[config.mk]
export PLATFORM = sky130hd
export DESIGN_NAME = program_mem_arbiter_flat
export DESIGN_NICKNAME = d
export VERILOG_FILES = /design/src/rtl/program_mem_arbiter_pkg.sv /design/src/rtl/program_mem_arbiter_if.sv /design/src/rtl/program_mem_arbiter_rr_select.sv /design/src/rtl/program_mem_arbiter.sv /design/src/flat_wrapper.sv
export SDC_FILE = /design/constraint.sdc
export NUM_CORES = 1
export LEC_CHECK = 0
export ABC_AREA = 1
export ABC_CLOCK_PERIOD_IN_PS = 1890
export CAP_MARGIN = 0
export CELL_PAD_IN_SITES_DETAIL_PLACEMENT = 1
export CELL_PAD_IN_SITES_GLOBAL_PLACEMENT = 1
export CORE_MARGIN = 3
export CORE_UTILIZATION = 28
export DETAILED_ROUTE_END_ITERATION = 6
export GPL_ROUTABILITY_DRIVEN = 0
export GPL_TIMING_DRIVEN = 0
export PLACE_DENSITY = 0.83
export SYNTH_ARGS = -nofsm -noshare
export SYNTH_HDL_FRONTEND = slang
export SYNTH_SLANG_ARGS = --single-unit
[constraint.sdc]
create_clock -name clk -period 1.89 [get_ports clk]
set_clock_uncertainty 0.2 [all_clocks]
set_input_delay 0.2835 -clock clk [delete_from_list [all_inputs] [get_ports clk]]
set_output_delay 0.2835 -clock clk [all_outputs]
set_load 0.02 [all_outputs]
[src/rtl/program_mem_arbiter_pkg.sv]
// Shared types and helpers for the program-memory arbiter.
package program_mem_arbiter_pkg;

  // Channel state encodings are placed in a range that the core and
  // fetcher state machines never use, so traces stay unambiguous.
  typedef enum logic [3:0] {
    ARB_IDLE     = 4'hA,
    ARB_WAITING  = 4'hB,
    ARB_RELAYING = 4'hC
  } arb_channel_state_t;

  // Width of a consumer index; a single consumer still needs one bit.
  function automatic int ptr_bits(input int n);
    return (n > 1) ? $clog2(n) : 1;
  endfunction

endpackage

[src/rtl/program_mem_arbiter_if.sv]
// Fetcher-side and memory-side read channels of the program-memory arbiter.
interface program_mem_arbiter_if #(
  parameter int NUM_CONSUMERS = 4,
  parameter int NUM_CHANNELS  = 1,
  parameter int ADDR_BITS     = 8,
  parameter int DATA_BITS     = 16
);

  logic [NUM_CONSUMERS-1:0]                consumer_read_valid;
  logic [NUM_CONSUMERS-1:0][ADDR_BITS-1:0] consumer_read_address;
  logic [NUM_CONSUMERS-1:0]                consumer_read_ready;
  logic [NUM_CONSUMERS-1:0][DATA_BITS-1:0] consumer_read_data;

  logic [NUM_CHANNELS-1:0]                 mem_read_valid;
  logic [NUM_CHANNELS-1:0][ADDR_BITS-1:0]  mem_read_address;
  logic [NUM_CHANNELS-1:0]                 mem_read_ready;
  logic [NUM_CHANNELS-1:0][DATA_BITS-1:0]  mem_read_data;

  // The arbiter's view.
  modport slave (
    input  consumer_read_valid, consumer_read_address,
    input  mem_read_ready, mem_read_data,
    output consumer_read_ready, consumer_read_data,
    output mem_read_valid, mem_read_address
  );

  // The fetchers' and memory's view.
  modport master (
    output consumer_read_valid, consumer_read_address,
    output mem_read_ready, mem_read_data,
    input  consumer_read_ready, consumer_read_data,
    input  mem_read_valid, mem_read_address
  );

endinterface

[src/rtl/program_mem_arbiter_rr_select.sv]
// Round-robin pick of one eligible fetcher, starting the search at rr_ptr.
module program_mem_arbiter_rr_select
  import program_mem_arbiter_pkg::*;
#(
  parameter int NUM_CONSUMERS = 4,
  parameter int PTR_BITS      = ptr_bits(NUM_CONSUMERS)
) (
  input  logic [NUM_CONSUMERS-1:0] valid,
  input  logic [NUM_CONSUMERS-1:0] busy,
  input  logic [NUM_CONSUMERS-1:0] claimed,
  input  logic [PTR_BITS-1:0]      rr_ptr,
  output logic                     found,
  output logic [PTR_BITS-1:0]      index
);

  logic [NUM_CONSUMERS-1:0] candidates;
  logic [PTR_BITS-1:0]      slot;

  assign candidates = valid & ~busy & ~claimed;

  // Walk the consumers cyclically from rr_ptr and keep the first eligible one.
  always_comb begin
    found = 1'b0;
    index = '0;
    slot  = '0;
    for (int i = 0; i < NUM_CONSUMERS; i++) begin
      slot = PTR_BITS'((int'(rr_ptr) + i) % NUM_CONSUMERS);
      if (!found && candidates[slot]) begin
        found = 1'b1;
        index = slot;
      end
    end
  end

endmodule

[src/rtl/program_mem_arbiter.sv]
// Shares the program-memory read channels among the per-core fetchers.
module program_mem_arbiter
  import program_mem_arbiter_pkg::*;
#(
  parameter int NUM_CONSUMERS = 4,
  parameter int NUM_CHANNELS  = 1,
  parameter int ADDR_BITS     = 8,
  parameter int DATA_BITS     = 16
) (
  input logic                  clk,
  input logic                  reset,
  program_mem_arbiter_if.slave bus
);

  localparam int PTR_BITS = ptr_bits(NUM_CONSUMERS);

  arb_channel_state_t state      [NUM_CHANNELS];
  arb_channel_state_t next_state [NUM_CHANNELS];
  logic [PTR_BITS-1:0] owner     [NUM_CHANNELS];
  logic [PTR_BITS-1:0] pick      [NUM_CHANNELS];
  logic [NUM_CHANNELS-1:0]  grant;
  logic [NUM_CONSUMERS-1:0] busy;
  logic [PTR_BITS-1:0]      rr_ptr;
  logic [PTR_BITS-1:0]      rr_next;

  logic [NUM_CHANNELS-1:0]                 mem_valid_q;
  logic [NUM_CHANNELS-1:0][ADDR_BITS-1:0]  mem_addr_q;
  logic [NUM_CONSUMERS-1:0]                cons_ready_q;
  logic [NUM_CONSUMERS-1:0][DATA_BITS-1:0] cons_data_q;

  // Each channel gets its own selector; a consumer picked by a lower channel
  // is masked out for every higher channel in the same cycle.
  for (genvar c = 0; c < NUM_CHANNELS; c++) begin : g_channel
    logic [NUM_CONSUMERS-1:0] claimed_in;
    logic                     found;
    logic [PTR_BITS-1:0]      index;

    if (c == 0) begin : g_first
      assign claimed_in = '0;
    end else begin : g_next
      assign claimed_in = g_channel[c-1].g_pass.claimed_out;
    end

    program_mem_arbiter_rr_select #(
      .NUM_CONSUMERS(NUM_CONSUMERS),
      .PTR_BITS     (PTR_BITS)
    ) u_select (
      .valid  (bus.consumer_read_valid),
      .busy   (busy),
      .claimed(claimed_in),
      .rr_ptr (rr_ptr),
      .found  (found),
      .index  (index)
    );

    assign grant[c] = (state[c] == ARB_IDLE) && found;
    assign pick[c]  = index;

    if (c + 1 < NUM_CHANNELS) begin : g_pass
      logic [NUM_CONSUMERS-1:0] claimed_out;
      assign claimed_out = claimed_in |
                           (grant[c] ? (NUM_CONSUMERS'(1) << index) : '0);
    end
  end

  // Channel next-state: claim a fetcher, wait for memory, hold data until released.
  always_comb begin
    for (int c = 0; c < NUM_CHANNELS; c++) begin
      next_state[c] = state[c];
      case (state[c])
        ARB_IDLE:     if (grant[c]) next_state[c] = ARB_WAITING;
        ARB_WAITING:  if (bus.mem_read_ready[c]) next_state[c] = ARB_RELAYING;
        ARB_RELAYING: if (!bus.consumer_read_valid[owner[c]]) next_state[c] = ARB_IDLE;
        default:      next_state[c] = ARB_IDLE;
      endcase
    end
  end

  // The pointer moves just past the grant made by the highest channel this cycle.
  always_comb begin
    rr_next = rr_ptr;
    for (int c = 0; c < NUM_CHANNELS; c++) begin
      if (grant[c]) begin
        rr_next = PTR_BITS'((int'(pick[c]) + 1) % NUM_CONSUMERS);
      end
    end
  end

  // Channel state registers.
  always_ff @(posedge clk) begin
    for (int c = 0; c < NUM_CHANNELS; c++) begin
      if (reset) state[c] <= ARB_IDLE;
      else       state[c] <= next_state[c];
    end
  end

  // Registered datapath: ownership, busy flags, memory requests and fetcher replies.
  always_ff @(posedge clk) begin
    if (reset) begin
      rr_ptr       <= '0;
      busy         <= '0;
      mem_valid_q  <= '0;
      mem_addr_q   <= '0;
      cons_ready_q <= '0;
      cons_data_q  <= '0;
      for (int c = 0; c < NUM_CHANNELS; c++) owner[c] <= '0;
    end else begin
      rr_ptr <= rr_next;
      for (int c = 0; c < NUM_CHANNELS; c++) begin
        case (state[c])
          ARB_IDLE: begin
            if (grant[c]) begin
              busy[pick[c]]  <= 1'b1;
              owner[c]       <= pick[c];
              mem_valid_q[c] <= 1'b1;
              mem_addr_q[c]  <= bus.consumer_read_address[pick[c]];
            end
          end
          ARB_WAITING: begin
            if (bus.mem_read_ready[c]) begin
              mem_valid_q[c]            <= 1'b0;
              cons_data_q[owner[c]]     <= bus.mem_read_data[c];
              cons_ready_q[owner[c]]    <= 1'b1;
            end
          end
          ARB_RELAYING: begin
            if (!bus.consumer_read_valid[owner[c]]) begin
              cons_ready_q[owner[c]] <= 1'b0;
              busy[owner[c]]         <= 1'b0;
            end
          end
          default: ;
        endcase
      end
    end
  end

  assign bus.mem_read_valid      = mem_valid_q;
  assign bus.mem_read_address    = mem_addr_q;
  assign bus.consumer_read_ready = cons_ready_q;
  assign bus.consumer_read_data  = cons_data_q;

endmodule

[src/flat_wrapper.sv]
// flat-port wrapper written by rule: the top's interface ports become plain ports
module program_mem_arbiter_flat import program_mem_arbiter_pkg::*;
#(
  parameter int NUM_CONSUMERS = 4,
  parameter int NUM_CHANNELS  = 1,
  parameter int ADDR_BITS     = 8,
  parameter int DATA_BITS     = 16
)
  (clk, reset, bus_consumer_read_valid, bus_consumer_read_address, bus_mem_read_ready, bus_mem_read_data, bus_consumer_read_ready, bus_consumer_read_data, bus_mem_read_valid, bus_mem_read_address);
  program_mem_arbiter_if #(.NUM_CONSUMERS(NUM_CONSUMERS), .NUM_CHANNELS(NUM_CHANNELS), .ADDR_BITS(ADDR_BITS), .DATA_BITS(DATA_BITS)) bus_i ();
  input logic clk;
  input logic reset;
  input wire logic [$bits(bus_i.consumer_read_valid)-1:0] bus_consumer_read_valid;
  input wire logic [$bits(bus_i.consumer_read_address)-1:0] bus_consumer_read_address;
  input wire logic [$bits(bus_i.mem_read_ready)-1:0] bus_mem_read_ready;
  input wire logic [$bits(bus_i.mem_read_data)-1:0] bus_mem_read_data;
  output wire logic [$bits(bus_i.consumer_read_ready)-1:0] bus_consumer_read_ready;
  output wire logic [$bits(bus_i.consumer_read_data)-1:0] bus_consumer_read_data;
  output wire logic [$bits(bus_i.mem_read_valid)-1:0] bus_mem_read_valid;
  output wire logic [$bits(bus_i.mem_read_address)-1:0] bus_mem_read_address;
  assign bus_i.consumer_read_valid = bus_consumer_read_valid;
  assign bus_i.consumer_read_address = bus_consumer_read_address;
  assign bus_i.mem_read_ready = bus_mem_read_ready;
  assign bus_i.mem_read_data = bus_mem_read_data;
  assign bus_consumer_read_ready = bus_i.consumer_read_ready;
  assign bus_consumer_read_data = bus_i.consumer_read_data;
  assign bus_mem_read_valid = bus_i.mem_read_valid;
  assign bus_mem_read_address = bus_i.mem_read_address;
  program_mem_arbiter #(.NUM_CONSUMERS(NUM_CONSUMERS), .NUM_CHANNELS(NUM_CHANNELS), .ADDR_BITS(ADDR_BITS), .DATA_BITS(DATA_BITS)) u_core (.clk(clk), .reset(reset), .bus(bus_i));
endmodule
# Yosys cells after proc, flatten, opt, wreduce, memory -nomap -nowiden
# Memory sizes are Yosys's and may differ from the RTL's.
# Index checks and enable logic that the tools add are counted.
# op_classes
n_addsub	4
n_reduce_logical	19
muxes	51
bitwise_logic	7
n_lt_le_gt_ge	8
n_eq_ne	6
# ops
operator	n
$bwmux W64	1
$demux W16 S2	1
$mux W4	8
$mux W1	22
$lt A2 B3 Y1 const B	6
$bmux W8 S2	1
$mux W16	1
$pmux W4 S2	2
$and A4 B4 Y4	3
$eq A4 B4 Y1 const B	3
$pmux W4 S3	1
$bmux W1 S2	5
$mux W2	5
$reduce_and A3 Y1	3
$mux W8	1
$not A4 Y4	2
$or A4 B4 Y4	2
$logic_and A1 B1 Y1	6
$reduce_bool A2 Y1	3
$add A2 B1 Y2 const B	2
$add A2 B2 Y2 const B	2
$demux W1 S2	2
$ge A2 B1 Y1 const B	2
$ne A2 B2 Y1 const B	2
6 further kinds	9
# word_totals
in_bits	55
ram_bits	6
register_bits	83
mem_count	2
out_inout_bits	77
# memory_table
memory	depth	width	rd	rd_ports_with_merged_regs	write_ports	line_no	rtl
u_core.state	1	4	1	0	1	program_mem_arbiter.sv:17	arb_channel_state_t state [NUM_CHANNELS];
u_core.owner	1	2	1	0	1	program_mem_arbiter.sv:19	logic [PTR_BITS-1:0] owner [NUM_CHANNELS];

# Longest topological paths before layout
# logic_depth
ltp_word	21
ltp_mapped	16
ltp_nobuf	14

# By module
# From an unflattened synthesis, not the netlist that was laid out.
# unflattened
hier_cells	553
area_unflattened_um2	3986.3
# by_module_without_submodules
mod	n_inst	cells_each	area_per_inst_um2
program_mem_arbiter	1	488	3616.0
program_mem_arbiter_rr_select	1	65	370.4

# Least setup slack after synthesis
# No wires, ideal clock.
# synth_path
path_kind	register to register
startpoint	register u_core.rr_ptr[0]
endpoint	register u_core.mem_addr_q, in the netlist u_core.bus.mem_read_address[2]
setup_slack_ps	56
required_time_ps	1578
synth_period_minus_slack_ps	1834
path_stages_with_launch	17
t_arrival_ps	1522
n_path_buf	2
cell_sequence	dfxtp_1 -> buf_6 -> inv_6 -> nand2_1 -> nand2_2 -> nand3_1 -> nand2_2 -> nand4_1 -> nand2_2 -> nand2_2 -> buf_6 -> nand2_1 -> nand2_1 -> nand2_1 -> nand2_1 -> nand2_1 -> nand2_1
# synth_via
elab_chain_cells	14
elab_cells_between_ends	29
classes_between	add/sub: 3; mux: 18; reduce/logical: 8
# synth_lines
element	line_no	rtl
from (decl)	program_mem_arbiter.sv:23	logic [PTR_BITS-1:0] rr_ptr;
from (signal assigned)	program_mem_arbiter.sv:108	rr_ptr <= rr_next;
branches (longest 14 deep; another with $add A2 B1 Y2)	--	
to (signal, indexed assignment)	program_mem_arbiter.sv:116	mem_addr_q[c] <= bus.consumer_read_address[pick[c]];
to (decl)	program_mem_arbiter.sv:27	logic [NUM_CHANNELS-1:0][ADDR_BITS-1:0] mem_addr_q;
# Parallel ways; which one is timed is not known. The select of a mux whose other input is x is not followed.
# A chain may end at the register's enable or synchronous reset.

# Worst setup path in the final report
# layout_path
startpoint	register u_core.rr_ptr[0]
endpoint	memory u_core.owner[0][0] (netlist name) (data pin)
# layout_via
elab_chain_cells	19
elab_cells_between_ends	32
classes_between	add/sub: 3; mux: 21; reduce/logical: 8
# layout_lines
element	line_no
branches (longest 18 deep; another with $add A2 B1 Y2)	--
$mux W2 (no line) (*)	--
to (decl)	program_mem_arbiter.sv:19
# Every way passes the cells marked *. The select of a mux whose other input is x is not followed.

==> impl_table.tex <==
\begin{tabular}{lr}
\hline
Metric & Value \\
\hline
\multicolumn{2}{l}{\textbf{Status}} \\
Result of the run & finished with violations \\
Failing checks & setup timing \\
\multicolumn{2}{l}{\textbf{STA}} \\
Final Max Slew Viols & 0 \\
Final hold vios & 0 \\
Unrepaired setup endpoints after global routing & true \\
Final sum of negative setup slack & -4.28 ns \\
Tmin final & 2.19 ns \\
Count of final setup violators & 20 \\
Worst-case hold slack & 0.252 ns \\
Worst max-slew margin expressed relative to the limit & 61.8\% \\
Slew at the pin with the worst max-slew slack & 0.573 ns \\
Achievable frequency & 457 MHz \\
Final Cycle Share & 116\% \\
Final critical-path setup slack & -0.298 ns \\
\multicolumn{2}{l}{\textbf{Setup path}} \\
Logic depth of the worst register-to-register path & 11 \\
CP startpoint kind & flip-flop \\
Register-to-register path setup slack & -0.30 ns \\
WS Path Type & reg -> reg \\
Reg-to-reg endpoint & u\_core.owner[0][0] \\
Element type at the critical path end & flip-flop \\
Data required time at the worst endpoint & 1.78 ns \\
Worst endpoint data arrival time & 2.08 ns \\
Worst-path maximum fanout & 8 \\
Startpoint of the lowest-slack register-to-register path & u\_core.rr\_ptr[0] \\
\multicolumn{2}{l}{\textbf{Floorplan}} \\
Area of the die & 14,700 µm² \\
DIE HEIGHT & 121 µm \\
Number of rows created at floorplan & 41 \\
Total core area & 12,800 µm² \\
Horizontal extent of the die & 121 µm \\
Num ports & 132 \\
Starting utilization of the core area & 29.0\% \\
\multicolumn{2}{l}{\textbf{Power and ir drop}} \\
Power density relative to cell area & 1390 nW/µm² \\
Leakage dissipation & 0.00259 µW \\
Maximum vdd ir drop & 0.610 mV \\
\multicolumn{2}{l}{\textbf{Routing}} \\
Pre-Repair DR Iteration Count & 4 \\
Detail Route Antenna Nets & 0 \\
Average via count per standard cell & 4.91 \\
DRC violation count after routing & 0 \\
Violation count after the first detailed-routing iteration & 155 \\
Total wire length after detailed routing & 15,300 µm \\
Average detailed-routed wire length per instance & 17.6 µm \\
Via count & 4,269 \\
\multicolumn{2}{l}{\textbf{GRT}} \\
Number of antenna violations at the first check in global routing & 0 \\
First-pass GRT wire length & 23,900 µm \\
GRT overflow & 0 \\
Number of global-route vias before repair & 4,532 \\
Largest net degree at the start of global routing & 18 \\
Total routing resource utilization after global routing & 20.7\% \\
\multicolumn{2}{l}{\textbf{Synthesis}} \\
Cell area after technology mapping & 3720 µm² \\
Cells after Synth & 529 \\
Library cells used by synthesis & 26 \\
Synth Area per Inst & 7.03 µm² \\
Sequential element share of the synthesized area & 47.9\% \\
Share of synthesized area spent on multiplexers & 0\% \\
Compound-gate portion of the synthesized area & 11.9\% \\
Post-synthesis net count & 584 \\
Synth Area in Adders & 0\% \\
Portion of synthesized cell area occupied by the leading cell type & 46.3\% \\
Main combinational cell family by area after synthesis & simple AND/OR/NAND/NOR gates \\
Number of warning messages in the yosys log & 0 \\
FF+latch count, synth & 88 \\
Simple-Gate Fraction of Synth Area & 33.9\% \\
Cell types with the largest area share after synthesis & dfxtp\_1, nor2\_1, nand2\_1 \\
Fraction of synthesized cell area in xor and xnor cells & 0\% \\
Dominant cell type by area after synthesis & dfxtp\_1 \\
\multicolumn{2}{l}{\textbf{CTS}} \\
TritonCTS clock tree & done \\
Worst skew pair latency & 0.34 ns \\
Register clock-pin slew on the reported worst setup and hold paths & 0.07 ns \\
CTS hold repair buffers & 0 \\
H-Tree Level Count & 3 \\
Buffer type at the clock tree root & clkbuf\_16 \\
CTS Buffer Depth & 2 \\
Clock sink count & 88 \\
Number of clock buffers inserted by TritonCTS & 9 \\
\multicolumn{2}{l}{\textbf{Run}} \\
Number of violations of the max-capacitance limit & 0 \\
\multicolumn{2}{l}{\textbf{Final layout}} \\
Layout cells sized above 1 & 18.4\% \\
Area delta synth->final & 64.0\% \\
Number of nets in the finished design & 747 \\
Number of antenna repair diodes & 0 \\
\multicolumn{2}{l}{\textbf{Worst hold path}} \\
Hold Path End & u\_core.bus.mem\_read\_address[4] \\
Worst Hold Path Cells & 2 \\
Path type of the worst min-delay path & reg -> reg \\
Startpoint of the lowest-slack hold path & u\_core.bus.mem\_read\_address[4] \\
\multicolumn{2}{l}{\textbf{Place}} \\
HPWL reported at the end of detailed placement & 10,700 µm \\
Port-buffer cells & 131 \\
\hline
\end{tabular}
[per-layer routing]
layer	wire [µm]	part of all wire, %	global-route usage (%)	vias to the layer above
met5	0	0	0	-
met4	463	3.0	7.21	0
met3	728	4.8	4.52	36
met2	7720	51	36.2	119
met1	6370	42	24.9	2092
li1	-	-	-	2022
[cell usage in the layout (no fill, tap or decap), drive strengths merged, types with 2 or more instances in the layout]
cell type	count
nor2	143
clkdlybuf4s50	126
nand2	114
dfxtp	86
o21ai	71
nand3	41
buf	34
inv	27
clkbuf	20
a21oi	12
dlygate4sd2	4
clkinv	4
nand4	3
nor3	2
o211ai	2
clkinvlp	2
edfxtp	2
[area by class of cell]
type,count,area [µm²]
Clock buffer,10,239
Sequential cell,88,1790
Clock inverter,6,67.6
Fill cell,1592,6720
Multi-Input combinational cell,390,2000
Buffer,19,135
Tap cell,172,215
Timing Repair Buffer,156,1530
Inverter,28,129
[synth_stat cells (all sizes together)]
master,number
nand3,41
edfxtp,2
o21ai,71
o22ai,1
a31oi,1
clkinv,4
dfxtp,86
nand4,3
inv,24
clkbuf,13
nor3,2
buf,10
a21oi,12
nand2,114
nor2,143
o211ai,2
[power breakdown]
| part | switching, µW | internal [µW] |
|---|---|---|
| registers | 233 | 2170 |
| logic | 2490 | 1770 |
| clock network | 773 | 1070 |
| total | 3500 | 5000 |
[kinds of logic after synthesis]
group,count (synthesis)
AO/OA/AOI/OAI,87
AND/OR/NAND/NOR,303
buffers and inverters,51
flip-flops,88
[worst max-delay path, cell delays in order (launching register included)]
cell and delay [ns]:
dfxtp_4 0.46, clkinv_8 0.11, nand3_4 0.11, nand3_1 0.11, nand2_1 0.13, inv_1 0.09, nor3_2 0.29, nor2_4 0.11
inv_2 0.11, nor2_4 0.05, inv_1 0.11, nor2_1 0.06
[stage by stage]
| step | utilization, % | setup WS (ns) | cell area [µm²] | power, µW | instances |
|---|---|---|---|---|---|
| 2_1_floorplan | - | 0.0557 | 3720 | 4480 | 529 |
| 3_3_place_gp | 40.9 | -0.788 | 5250 | 5500 | 832 |
| 3_5_place_dp | 40.9 | -0.928 | 5250 | 5640 | 832 |
| 4_1_cts | 45.9 | -0.175 | 5890 | 8090 | 867 |
| 5_1_grt | 47.6 | -0.378 | 6100 | 9050 | 869 |
| 6_report | 47.6 | -0.298 | 6100 | 8500 | 869 |
[state kept, by name, summed over array words and instances, names as in the netlist, named ones only]
name,flops
u_core.owner,2
u_core.rr_ptr,2
u_core.bus.mem_read_valid,1
u_core.bus.consumer_read_data,64
u_core.state,3
u_core.bus.mem_read_address,8
u_core.busy,4
[repair_timing]
action | CTS | global route
setup endpoints to repair | 86 | 69
buffers inserted | 18 | 5
pin swaps | 18 | 16
gates cloned | 2 | 0
resized for setup | 62 | 55
endpoints found under the hold margin | 0 | 0
[worst max path at each step]
stage / start / slack, ns / endpoint / cells past startpoint
after CTS: u_core.rr_ptr[0] / -0.18 / u_core.bus.mem_read_address[6] / 16
after detailed placement: bus_mem_read_ready / -0.93 / u_core.bus.consumer_read_data[13] / 9
after global placement: bus_mem_read_ready / -0.79 / u_core.bus.consumer_read_data[40] / 9
after floorplan: u_core.rr_ptr[0] / 0.06 / u_core.bus.mem_read_address[2] / 16
after global routing: u_core.rr_ptr[0] / -0.38 / u_core.owner[0][0] / 11
final: u_core.rr_ptr[0] / -0.30 / u_core.owner[0][0] / 11
Power figures use the tool's default switching activity.
==> edit, RTL diff (config.mk and constraints unchanged) <==
`NUM_CHANNELS` is set to 1 in 3 places; all go to 2.
--- a/src/rtl/program_mem_arbiter_if.sv
+++ b/src/rtl/program_mem_arbiter_if.sv
@@ -1,7 +1,7 @@
 // Fetcher-side and memory-side read channels of the program-memory arbiter.
 interface program_mem_arbiter_if #(
   parameter int NUM_CONSUMERS = 4,
-  parameter int NUM_CHANNELS  = 1,
+  parameter int NUM_CHANNELS  = 2,
   parameter int ADDR_BITS     = 8,
   parameter int DATA_BITS     = 16
 );
--- a/src/rtl/program_mem_arbiter.sv
+++ b/src/rtl/program_mem_arbiter.sv
@@ -3,7 +3,7 @@
   import program_mem_arbiter_pkg::*;
 #(
   parameter int NUM_CONSUMERS = 4,
-  parameter int NUM_CHANNELS  = 1,
+  parameter int NUM_CHANNELS  = 2,
   parameter int ADDR_BITS     = 8,
   parameter int DATA_BITS     = 16
 ) (
--- a/src/flat_wrapper.sv
+++ b/src/flat_wrapper.sv
@@ -2,7 +2,7 @@
 module program_mem_arbiter_flat import program_mem_arbiter_pkg::*;
 #(
   parameter int NUM_CONSUMERS = 4,
-  parameter int NUM_CHANNELS  = 1,
+  parameter int NUM_CHANNELS  = 2,
   parameter int ADDR_BITS     = 8,
   parameter int DATA_BITS     = 16
 )
Interface: changed (resized bus_mem_read_address, bus_mem_read_data, bus_mem_read_ready and bus_mem_read_valid); port bits go from 132 to 158. The function was not compared with the original's and may differ.
==> edit against the unedited design <==
  * The flow still finishes with violations (negative setup slack)
  * Core utilization rose by 1.7 points
  * Final area up 67%
  * Total power is 110% higher
  * Critical path depth up 7
  * Sequential cell count increased by 14
  * First-iteration DRC count grew to 3.2 times the old value
  * Routed wire length grew 100%
  * Synthesized area up 61%
  * Critical endpoint is now u_core.busy[0]
  * Synthesized cell count is 68% higher
  * Setup slack lost 1100 ps
  * Highest routed layer is now met5
==> edit: results (changes against the unedited design) <==
• dfxtp_1 — Critical Path Slowest Stage Cell, was dfxtp_4
• 4.63% — M3 GR Usage, was 4.52%
• 31.0% — layout cell share with drive strength beyond 1, was 18.4%
• 18200 um — Post-DP HPWL, was 10700 um
• 4.87 nW — static leakage, was 2.59 nW
• 1780 nW/um^2 — Power Density, was 1390 nW/um^2
• dfxtp_1 33%, nand2_1 13%, o21ai_0 11% — Synth area leaders, was dfxtp_1 46%, nor2_1 14%, nand2_1 11%
• 7794 — vias in the first global route, was 4532
• u_core.bus.mem_read_address[12] — capture endpoint of the worst hold path, was u_core.bus.mem_read_address[4]
• u_core.busy[0] — capturing point of the worst reg2reg path, was u_core.owner[0][0]
• 157 — Port Buffers, was 131
• 18 — worst reg2reg path depth, was 11
• 41.0% — met2 layer usage reported by global route, was 36.2%
• 8000 sq um — post-detailed-placement cell area, was 5250 sq um
• 2 — number of antenna violations at the first check in global routing, was 0
• 43 — Synth cell types, was 26
• -1400 ps — final worst slack, was -298 ps
• -1900 ps — post-place setup slack, was -928 ps
• 5 — 1st-pass router iterations, was 4
• 2436 — fill count, was 1592
• met5 — uppermost metal layer occupied by signal nets, was met4
• 42700 um — wire length of the first global-routing pass, was 23900 um
• 0.874 mV — largest vdd supply drop, was 0.610 mV
• 502 — number of DRC violations after detailed-routing iteration 0, was 155
• 360 ps — later-pin clock latency in the skew report, was 340 ps
• 15700 um — sum of met2 wire segment lengths after detailed routing, was 7720 um
• 3370 ps — worst path arrival time, was 2080 ps
• 10 — crit path max fanout, was 8
• 94 — number of endpoints failing setup at the final stage, was 20
• 34.7% — sequential share of the synthesized area, was 47.9%
• finished with violations — status, unchanged
• 5.36 — average vias per placed instance, was 4.91
• 959 — syn nets, was 584
• negative setup slack — failing checks, unchanged
• u_core.bus.mem_read_address[12] — Worst Min Path Start, was u_core.bus.mem_read_address[4]
edit: cell families (layout without fill, tap and decap cells):
| kind of cell | count (synthesis) | count (layout) | share of synthesized area (%) |
|---|---|---|---|
| and+or+nand+nor | 359 | 359 | 28.3 |
| AOI/OAI and AO/OA | 246 | 246 | 24.5 |
| other | 0 | 1 | 0 |
| DFF | 102 | 102 | 34.7 |
| buffers and inverters | 180 | 439 | 12.5 |
edit: area by class of cell:
class                   count  area [sq um]  share of cell area (%)
multi-input cells         605          4070                    40.0
repair buffers            245          2430                    23.9
flip-flops and latches    102          2090                    20.6
inverters                 140           568                    5.59
plain buffers              38           368                    3.62
well taps                 270           338                    3.32
clock buffers              12           258                    2.53
clock inverters             3          42.5                   0.418
repair inverters            1          5.00                  0.0492
diodes                      1          2.50                  0.0246
edit: what timing repair did:
| action | CTS | global route |
|---|---|---|
| cloned | 3 | 3 |
| pin swaps | 44 | 52 |
| setup buffers | 55 | 30 |
| endpoints found under the setup margin | 103 | 103 |
| resized for setup | 159 | 208 |
edit: power groups by stage:
stage / sequential [W] / clock [W] / combinational, W
5_1_grt: 0.00317 / 0.00211 / 0.0137
3_5_place_dp: 0.00306 / 0 / 0.00826
2_1_floorplan: 0.00346 / 0 / 0.00521
4_1_cts: 0.00303 / 0.00202 / 0.0107
6_report: 0.00313 / 0.00202 / 0.0130
3_3_place_gp: 0.00306 / 0 / 0.00798
edit: stage by stage:
step | TNS [ps] | total power [W] | hold slack, ps | std cells
floorplan | -16130 | 0.00867 | 254 | 887
global placement | -88030 | 0.0110 | 242 | 1314
detailed placement | -94070 | 0.0113 | 242 | 1314
CTS | -26940 | 0.0157 | 256 | 1387
global route | -49730 | 0.0190 | 272 | 1417
finish | -42100 | 0.0181 | 253 | 1417
